$ cat src/rtl/mem_access_stage.sv
`default_nettype none
// ============================================================================
// Module      : mem_access_stage
// Description : Memory-access stage of the 16-bit RISC pipeline. Performs
//               LW/SW data-memory accesses, sequences LM/SM multi-register
//               transfers one register per cycle (stalling upstream), and
//               owns the MEM/WB pipeline register.
//               Optional feature macro: MEM_STAGE_LMSM_EN
//                 defined   -> LM/SM sequencing FSM compiled in
//                 undefined -> LM/SM decode as op none, stall_out = 0
// Revision    : 1.0 - initial release
// ============================================================================
module mem_access_stage #(
    parameter int DW = 16
) (
    input  logic          clk,
    input  logic          reset,
    input  logic          in_valid,
    input  logic [2:0]    in_op,
    input  logic [DW-1:0] in_addr,
    input  logic [DW-1:0] in_store_data,
    input  logic [7:0]    in_mask,
    input  logic [2:0]    in_dest,
    input  logic          in_reg_wr,
    input  logic [DW-1:0] in_pc_inc,
    input  logic [DW-1:0] in_pc_imm_inc,
    input  logic [DW-1:0] in_imm970,
    input  logic [1:0]    in_reg_select,
    input  logic [2:0]    in_r7_select,
    output logic          stall_out,
    output logic [DW-1:0] mem_addr,
    output logic [DW-1:0] mem_wdata,
    output logic          mem_we,
    output logic          mem_re,
    input  logic [DW-1:0] mem_rdata,
    output logic [2:0]    rf_rd_addr,
    input  logic [DW-1:0] rf_rd_data,
    output logic          wb_valid,
    output logic          wb_reg_wr,
    output logic [2:0]    wb_dest,
    output logic [DW-1:0] wb_mem_data,
    output logic [DW-1:0] wb_alu_out,
    output logic [DW-1:0] wb_pc_inc,
    output logic [DW-1:0] wb_pc_imm_inc,
    output logic [DW-1:0] wb_imm970,
    output logic [DW-1:0] wb_rf_out2,
    output logic [1:0]    wb_reg_select,
    output logic [2:0]    wb_r7_select
);

    localparam logic [2:0] c_OP_NONE = 3'b000;
    localparam logic [2:0] c_OP_LW   = 3'b001;
    localparam logic [2:0] c_OP_SW   = 3'b010;
    localparam logic [2:0] c_OP_LM   = 3'b011;
    localparam logic [2:0] c_OP_SM   = 3'b100;

    // MULTI owns the stage: upstream inputs are ignored while it is set
    logic w_busy;
    logic w_in_act;
    logic w_is_lw;
    logic w_is_sw;

    // WB register next values
    logic          w_wb_valid;
    logic          w_wb_reg_wr;
    logic [2:0]    w_wb_dest;
    logic [DW-1:0] w_wb_mem_data;
    logic [DW-1:0] w_wb_alu_out;
    logic [DW-1:0] w_wb_pc_inc;
    logic [DW-1:0] w_wb_pc_imm_inc;
    logic [DW-1:0] w_wb_imm970;
    logic [DW-1:0] w_wb_rf_out2;
    logic [1:0]    w_wb_reg_select;
    logic [2:0]    w_wb_r7_select;

    // Reset also squashes the combinational strobes so nothing leaks out
    assign w_in_act = in_valid & ~reset & ~w_busy;
    assign w_is_lw  = w_in_act & (in_op == c_OP_LW);
    assign w_is_sw  = w_in_act & (in_op == c_OP_SW);

`ifdef MEM_STAGE_LMSM_EN
    localparam logic [0:0] c_ST_IDLE  = 1'b0;
    localparam logic [0:0] c_ST_MULTI = 1'b1;

    logic [0:0]    r_state;
    logic [0:0]    w_state_nxt;

    // Latched copy of the multi-register instruction
    logic [7:0]    r_mask;
    logic [DW-1:0] r_next_addr;
    logic          r_is_lm;
    logic [DW-1:0] r_alu_out;
    logic [DW-1:0] r_store_data;
    logic [2:0]    r_dest;
    logic          r_reg_wr;
    logic [DW-1:0] r_pc_inc;
    logic [DW-1:0] r_pc_imm_inc;
    logic [DW-1:0] r_imm970;
    logic [1:0]    r_reg_select;
    logic [2:0]    r_r7_select;

    logic          w_is_lm;
    logic          w_is_sm;
    logic          w_seq_active;
    logic          w_seq_lm;
    logic [7:0]    w_seq_mask;
    logic [7:0]    w_seq_rest;
    logic          w_seq_more;
    logic          w_seq_access;
    logic [DW-1:0] w_seq_addr;
    logic [2:0]    w_bit_idx;

    // Selected passthroughs: inputs on the first access, latched copy after
    logic [DW-1:0] w_pt_alu_out;
    logic [DW-1:0] w_pt_store_data;
    logic [2:0]    w_pt_dest;
    logic [DW-1:0] w_pt_pc_inc;
    logic [DW-1:0] w_pt_pc_imm_inc;
    logic [DW-1:0] w_pt_imm970;
    logic [1:0]    w_pt_reg_select;
    logic [2:0]    w_pt_r7_select;

    assign w_busy       = (r_state == c_ST_MULTI);
    assign w_is_lm      = w_in_act & (in_op == c_OP_LM);
    assign w_is_sm      = w_in_act & (in_op == c_OP_SM);
    assign w_seq_active = w_busy | w_is_lm | w_is_sm;
    assign w_seq_lm     = w_busy ? r_is_lm     : w_is_lm;
    assign w_seq_mask   = w_busy ? r_mask      : in_mask;
    assign w_seq_addr   = w_busy ? r_next_addr : in_addr;
    // Clearing the lowest set bit leaves the registers still to be serviced
    assign w_seq_rest   = w_seq_mask & (w_seq_mask - 8'd1);
    assign w_seq_more   = w_seq_active & (w_seq_rest != 8'd0);
    assign w_seq_access = w_seq_active & (w_seq_mask != 8'd0);

    assign w_pt_alu_out    = w_busy ? r_alu_out    : in_addr;
    assign w_pt_store_data = w_busy ? r_store_data : in_store_data;
    assign w_pt_dest       = w_busy ? r_dest       : in_dest;
    assign w_pt_pc_inc     = w_busy ? r_pc_inc     : in_pc_inc;
    assign w_pt_pc_imm_inc = w_busy ? r_pc_imm_inc : in_pc_imm_inc;
    assign w_pt_imm970     = w_busy ? r_imm970     : in_imm970;
    assign w_pt_reg_select = w_busy ? r_reg_select : in_reg_select;
    assign w_pt_r7_select  = w_busy ? r_r7_select  : in_r7_select;

    // Lowest set mask bit selects the register serviced this cycle
    always_comb begin
        w_bit_idx = 3'd0;
        for (int i = 7; i >= 0; i--) begin
            if (w_seq_mask[i]) begin
                w_bit_idx = 3'(i);
            end
        end
    end

    // FSM state register
    always_ff @(posedge clk or posedge reset) begin
        if (reset) begin
            r_state <= c_ST_IDLE;
        end else begin
            r_state <= w_state_nxt;
        end
    end

    // FSM next state: stay in MULTI until no mask bits remain
    always_comb begin
        w_state_nxt = r_state;
        case (r_state)
            c_ST_IDLE:  if (w_seq_more)  w_state_nxt = c_ST_MULTI;
            c_ST_MULTI: if (!w_seq_more) w_state_nxt = c_ST_IDLE;
            default:    w_state_nxt = c_ST_IDLE;
        endcase
    end

    // Latched copy: captured on a multi-bit first access, advanced in MULTI
    always_ff @(posedge clk or posedge reset) begin
        if (reset) begin
            r_mask       <= 8'd0;
            r_next_addr  <= '0;
            r_is_lm      <= 1'b0;
            r_alu_out    <= '0;
            r_store_data <= '0;
            r_dest       <= 3'd0;
            r_reg_wr     <= 1'b0;
            r_pc_inc     <= '0;
            r_pc_imm_inc <= '0;
            r_imm970     <= '0;
            r_reg_select <= 2'd0;
            r_r7_select  <= 3'd0;
        end else if (!w_busy && w_seq_more) begin
            r_mask       <= w_seq_rest;
            r_next_addr  <= in_addr + DW'(1);
            r_is_lm      <= w_is_lm;
            r_alu_out    <= in_addr;
            r_store_data <= in_store_data;
            r_dest       <= in_dest;
            r_reg_wr     <= in_reg_wr;
            r_pc_inc     <= in_pc_inc;
            r_pc_imm_inc <= in_pc_imm_inc;
            r_imm970     <= in_imm970;
            r_reg_select <= in_reg_select;
            r_r7_select  <= in_r7_select;
        end else if (w_busy) begin
            r_mask      <= w_seq_rest;
            r_next_addr <= r_next_addr + DW'(1);
        end
    end

    // r_reg_wr is kept for completeness of the latched copy only
    logic w_unused_lmsm;
    assign w_unused_lmsm = r_reg_wr;
`else
    assign w_busy = 1'b0;

    // Mask and extra read port have no function without LM/SM support
    logic w_unused_lmsm;
    assign w_unused_lmsm = ^{in_mask, rf_rd_data};
`endif

    // FSM outputs: memory strobes, stall and SM register read address
    always_comb begin
        mem_addr   = in_addr;
        mem_wdata  = in_store_data;
        mem_we     = 1'b0;
        mem_re     = 1'b0;
        rf_rd_addr = 3'd0;
        stall_out  = 1'b0;
        if (w_is_lw) begin
            mem_re = 1'b1;
        end else if (w_is_sw) begin
            mem_we = 1'b1;
        end
`ifdef MEM_STAGE_LMSM_EN
        if (w_seq_access) begin
            mem_addr = w_seq_addr;
            if (w_seq_lm) begin
                mem_re = 1'b1;
            end else begin
                rf_rd_addr = w_bit_idx;
                mem_we     = 1'b1;
                mem_wdata  = rf_rd_data;
            end
        end
        stall_out = w_seq_more;
`endif
    end

    // WB next values: passthroughs by default, overridden per operation
    always_comb begin
        w_wb_valid      = in_valid;
        w_wb_reg_wr     = in_reg_wr;
        w_wb_dest       = in_dest;
        w_wb_mem_data   = '0;
        w_wb_alu_out    = in_addr;
        w_wb_pc_inc     = in_pc_inc;
        w_wb_pc_imm_inc = in_pc_imm_inc;
        w_wb_imm970     = in_imm970;
        w_wb_rf_out2    = in_store_data;
        w_wb_reg_select = in_reg_select;
        w_wb_r7_select  = in_r7_select;
        if (w_is_lw) begin
            w_wb_mem_data = mem_rdata;
        end
        if (w_is_sw) begin
            w_wb_reg_wr = 1'b0;
        end
`ifdef MEM_STAGE_LMSM_EN
        if (w_seq_active) begin
            w_wb_valid      = 1'b1;
            w_wb_reg_wr     = 1'b0;
            w_wb_dest       = w_pt_dest;
            w_wb_mem_data   = '0;
            w_wb_alu_out    = w_pt_alu_out;
            w_wb_pc_inc     = w_pt_pc_inc;
            w_wb_pc_imm_inc = w_pt_pc_imm_inc;
            w_wb_imm970     = w_pt_imm970;
            w_wb_rf_out2    = w_pt_store_data;
            w_wb_reg_select = w_pt_reg_select;
            w_wb_r7_select  = w_pt_r7_select;
            if (w_seq_access && w_seq_lm) begin
                w_wb_reg_wr     = 1'b1;
                w_wb_dest       = w_bit_idx;
                w_wb_mem_data   = mem_rdata;
                w_wb_reg_select = 2'b00;
                if (w_bit_idx == 3'd7) begin
                    w_wb_r7_select = 3'b001;
                end
            end
        end
`endif
    end

    // MEM/WB pipeline register
    always_ff @(posedge clk or posedge reset) begin
        if (reset) begin
            wb_valid      <= 1'b0;
            wb_reg_wr     <= 1'b0;
            wb_dest       <= 3'd0;
            wb_mem_data   <= '0;
            wb_alu_out    <= '0;
            wb_pc_inc     <= '0;
            wb_pc_imm_inc <= '0;
            wb_imm970     <= '0;
            wb_rf_out2    <= '0;
            wb_reg_select <= 2'd0;
            wb_r7_select  <= 3'd0;
        end else begin
            wb_valid      <= w_wb_valid;
            wb_reg_wr     <= w_wb_reg_wr;
            wb_dest       <= w_wb_dest;
            wb_mem_data   <= w_wb_mem_data;
            wb_alu_out    <= w_wb_alu_out;
            wb_pc_inc     <= w_wb_pc_inc;
            wb_pc_imm_inc <= w_wb_pc_imm_inc;
            wb_imm970     <= w_wb_imm970;
            wb_rf_out2    <= w_wb_rf_out2;
            wb_reg_select <= w_wb_reg_select;
            wb_r7_select  <= w_wb_r7_select;
        end
    end

endmodule
`default_nettype wire
$ cat config.mk
export PLATFORM = sky130hd
export DESIGN_NAME = mem_access_stage
export DESIGN_NICKNAME = d
export VERILOG_FILES = /design/src/rtl/mem_access_stage.sv
export SDC_FILE = /design/constraint.sdc
export NUM_CORES = 1
export LEC_CHECK = 0
export CAP_MARGIN = 10
export CORE_AREA = 2 2 108 110
export DETAILED_ROUTE_END_ITERATION = 8
export DIE_AREA = 0 0 110 112
export PLACE_DENSITY_LB_ADDON = 0.05
export SETUP_SLACK_MARGIN = 0.15
export SKIP_LAST_GASP = 1
export SLEW_MARGIN = 20
export SYNTH_ARGS = -nofsm -noshare
export SYNTH_HDL_FRONTEND = slang
export SYNTH_SLANG_ARGS = --single-unit
$ cat constraint.sdc
create_clock -name clk -period 4.7 [get_ports clk]
set_clock_uncertainty 0.1 [all_clocks]
set_input_delay 0.705 -clock clk [delete_from_list [all_inputs] [get_ports clk]]
set_output_delay 0.705 -clock clk [all_outputs]
set_load 0.01 [all_outputs]
Word-level counts from Yosys, hierarchy flattened

Index checks and enable logic that the tools add are counted.
W data, S select, Z words.

Bits in registers: 106
Word-level logic and storage cells: 22
Input port bits: 135

Equal/unequal tests: 2
Mux-type cells: 5
Bitwise logic cells: 4

Operators by type and width:

| operator             | number |
|---|---|
| $mux W16             | 1 |
| $mux W1              | 4 |
| $and A1 B1 Y1        | 3 |
| $eq A3 B1 Y1 const B | 1 |
| $eq A3 B2 Y1 const B | 1 |
| $not A1 Y1           | 1 |

Logic depth before layout (Yosys ltp)

Depth in word-level cells: 5
Depth in mapped cells: 4
Gate-level depth less buffers: 2

Least setup slack after synthesis

No wires, ideal clock.

Path type: input to output
Start point: input reset
End point: output mem_re
Arrival: 1.541 ns
Stages: 4
Buffers on the path: 2
Slack: 2.354 ns
Cell sequence: or3b_1 > buf_6 > buf_12 > nor2_1

Longest elaborated chain between the ends: 4

Ends and longest elaborated chain:

| element         | RTL line | RTL |
|---|---|---|
| start, declared | 17       | `input logic reset,` |
| $not A1 Y1      | 77       | `assign w_in_act = in_valid & ~reset & ~w_busy;` |
| $and A1 B1 Y1   | 77       |  |
| $and A1 B1 Y1   | 78       | `assign w_is_lw = w_in_act & (in_op == c_OP_LW);` |
| $mux W1         | 226      | `if (w_is_lw) begin` |
| end, declared   | 34       | `output logic mem_re,` |

No other way between the ends.

Worst setup path after layout

Start point: input reset
End point: output mem_we

Longest elaborated chain between the ends: 5
Elaborated cells between the ends (all ways): 6

Ends and longest elaborated chain:

| element           | RTL line | RTL |
|---|---|---|
| $not A1 Y1 (*)    | 77       |  |
| $and A1 B1 Y1 (*) | 77       |  |
| $and A1 B1 Y1     | 79       | `assign w_is_sw = w_in_act & (in_op == c_OP_SW);` |
| $mux W1           | 228      | `end else if (w_is_sw) begin` |
| $mux W1 (*)       | 226      |  |
| end, declared     | 33       | `output logic mem_we,` |

Every way passes the cells marked *; elsewhere a longest branch is shown, timed or not.

==> results.toml <==
[status]
status = "completed"

[routing]
ant_nets = 0
top_layer_used = "met4"
drt_wl_total_mm = 8.56
vias_per_cell = 3.88
wl_met1_mm = 3.01
drt_iter0_markers = 78
wl_per_cell_um = 15.3
drc = 0
vias = 2172
wl_met2_mm = 4.24
drtPass1Iterations = 4
dr_wl_met3_mm = 1.19

[setup_path]
path_cells = "clkdlybuf4s50_1 -> or3b_1 -> nor3_2 -> clkdlybuf4s50_1"
critical_path_arrival_ns = 2.67
crit_top_cell = "clkdlybuf4s50_1"
crit_slowest_cell = "or3b_1"
critPathMaxFanout = 19
max_stage_delay_ns = 0.72
endpoint_kind = "output port"
start_kind = "input port"
critical_path_class = "in -> out"
cp.required_ns = 3.89

[clock_network]
cts-root-buf = "clkbuf_16"
cts-htree-levels = 3
cts_setup_buffers = 0
numCtsBuffers = 9
path_clk_slew_ns = 0.07
cts_buffer_depth = 2
cts_tree = "built"
cts_sinks = 106
cts_hold_buf = 0
cts.repair.resized = 0

[pwr]
powerDensity_mw_per_mm2 = 328
combinationalPowerShare_pct = 14.1
seq_power_share_pct = 50.0
clkPwrFrac_pct = 35.9
p_leak_nw = 2.51
ir_drop_mv = 0.163
sw_frac_of_total_pct = 22.6
switchingPower_uw = 434
finalPower_mw = 1.92
power.internal_mw = 1.49

[final_layout]
final_cells = 560
final_layout_size_suffix_gt1_share_pct = 6.71
seqCellArea_mm2 = 0.00265
antennaDiodeCount = 0
fillCellCount = 988
multi_input_area_um2 = 173
fin_area_mm2 = 0.00587
postLayoutCoreUtil_pct = 52.5
areaGrowthSynthToFinish_pct = 83.9
nets = 547

[timing]
fmax_mhz = 288
maxSlewViolCount = 0
timing.hold.ws_ns = 0.701
setup_viol = 0
fin_crit_ns = 3.47
rsz0062_at_grt = "no"
hold_viol = 0
setup_slack_ns = 1.23
relSlewSlack_pct = 40.5
post-route-period-util_pct = 73.9
tightest_slew_ns = 0.892
setup_tns_ns = 0

[placed_design]
gp_congestion = 0.720
dp_cells = 544
hpwl_mm = 6.77
preCtsSetupSlack_ns = 1.20
port_buffers = 250
dpl_cell_area_mm2 = 0.00559

[logic_synthesis]
synth_top_area_share_pct = 83.1
ys_seq_area_share_pct = 83.1
synth_area_leaders = "dfrtp_1 (83%), buf_4 (8.5%), nor3_2 (2.8%)"
synth_area_mm2 = 0.00319
ys_warn_count = 0
synthCells = 186
synth_seq_cells = 106
synth.largest_area_cell = "dfrtp_1"
syn_avg_cell_area_um2 = 17.2
synth_cell_type_count = 14

[global_route]
grt_pass1_wl_mm = 12.5
grt_pass1_vias = 2269
track_usage_pct = 13.9
gr-total-overflow = 0
grt_max_degree = 75
antenna_found_initial = 0

[floorplanning]
die_area_mm2 = 0.0123
core_mm2 = 0.0112
fp.dieH_um = 112
pin_count = 279
start_util_pct = 28.6
die_w_um = 110
rows = 39

[min_path]
worstHoldPathCells = 1
hold_class = "in -> reg"

[job]
maxCapViolCount = 0
[per-layer routing]
metal / global-route usage (%) / vias up
li1: - / 982
met1: 15.4 / 1031
met2: 22.9 / 148
met4: 4.81 / 0
met3: 6.85 / 11
met5: 0 / -
[registers in the layout (all words and copies together) (netlist names)]
name           cells
wb_alu_out        16
wb_imm970         16
wb_mem_data       16
wb_pc_imm_inc     16
wb_pc_inc         16
wb_rf_out2        16
wb_dest            3
wb_r7_select       3
wb_reg_select      2
wb_reg_wr          1
wb_valid           1
[power groups by stage]
stage          Clock (mW)  Combinational, mW  Sequential, mW
2_1_floorplan           0             0.0575            1.00
3_3_place_gp            0              0.275           0.979
3_5_place_dp            0              0.276           0.980
4_1_cts             0.718              0.277           0.962
5_1_grt             0.758              0.291           0.965
6_report            0.690              0.271           0.961
[cell type report]
cell class / instances / area share [%]
well taps: 143 / 3.05
repair buffers: 252 / 42.9
multi-input cells: 25 / 2.94
inverters: 18 / 1.19
clock buffers: 9 / 3.84
flip-flops and latches: 106 / 45.2
clock inverters: 7 / 0.895
[cells by family after synthesis]
| group | share of synthesized area, % |
|---|---|
| DFF | 83.1 |
| buffers and inverters | 11.8 |
| and+or+nand+nor | 4.67 |
| AOI/OAI and AO/OA | 0.274 |
| other | 0.117 |
[synth_stat cells]
cell	n
conb_1	1
inv_1	18
buf_12	1
nor3_2	9
nor2_1	1
o31a_1	1
nor3_1	8
nand2b_1	1
or3b_1	1
clkbuf_1	1
buf_6	1
buf_2	1
dfrtp_1	106
buf_4	36
[worst max-delay path, delay by kind of cell]
family / cells / cell delay (ns)
buffers and inverters: 2 / 1.02
and+or+nand+nor: 2 / 0.94
[path summary, 6_finish.rpt]
check                        startpoint                        end  slack, ns
max                               reset                     mem_we       1.23
min                        in_imm970[3]     wb_imm970[3]$_DFF_PP0_       0.70
max in group asynchronous         reset    wb_rf_out2[0]$_DFF_PP0_       2.89
min in group asynchronous         reset  wb_mem_data[14]$_DFF_PP0_       0.85
[layout by cell type (no fill, tap or decap)]
master           synthesis  routed
clkdlybuf4s50_1          0     250
dfrtp_1                106     106
inv_1                   18      17
nor3_2                   9       9
clkbuf_16                0       9
nor3_1                   8       8
conb_1                   1       4
clkinvlp_4               0       3
clkinv_2                 0       2
buf_4                   36       2
or3b_1                   1       1
nand2b_1                 1       1
nor2_1                   1       1
o31a_1                   1       1
inv_4                    0       1
inv_8                    0       1
inv_6                    0       1
Power figures use the tool's default switching activity.
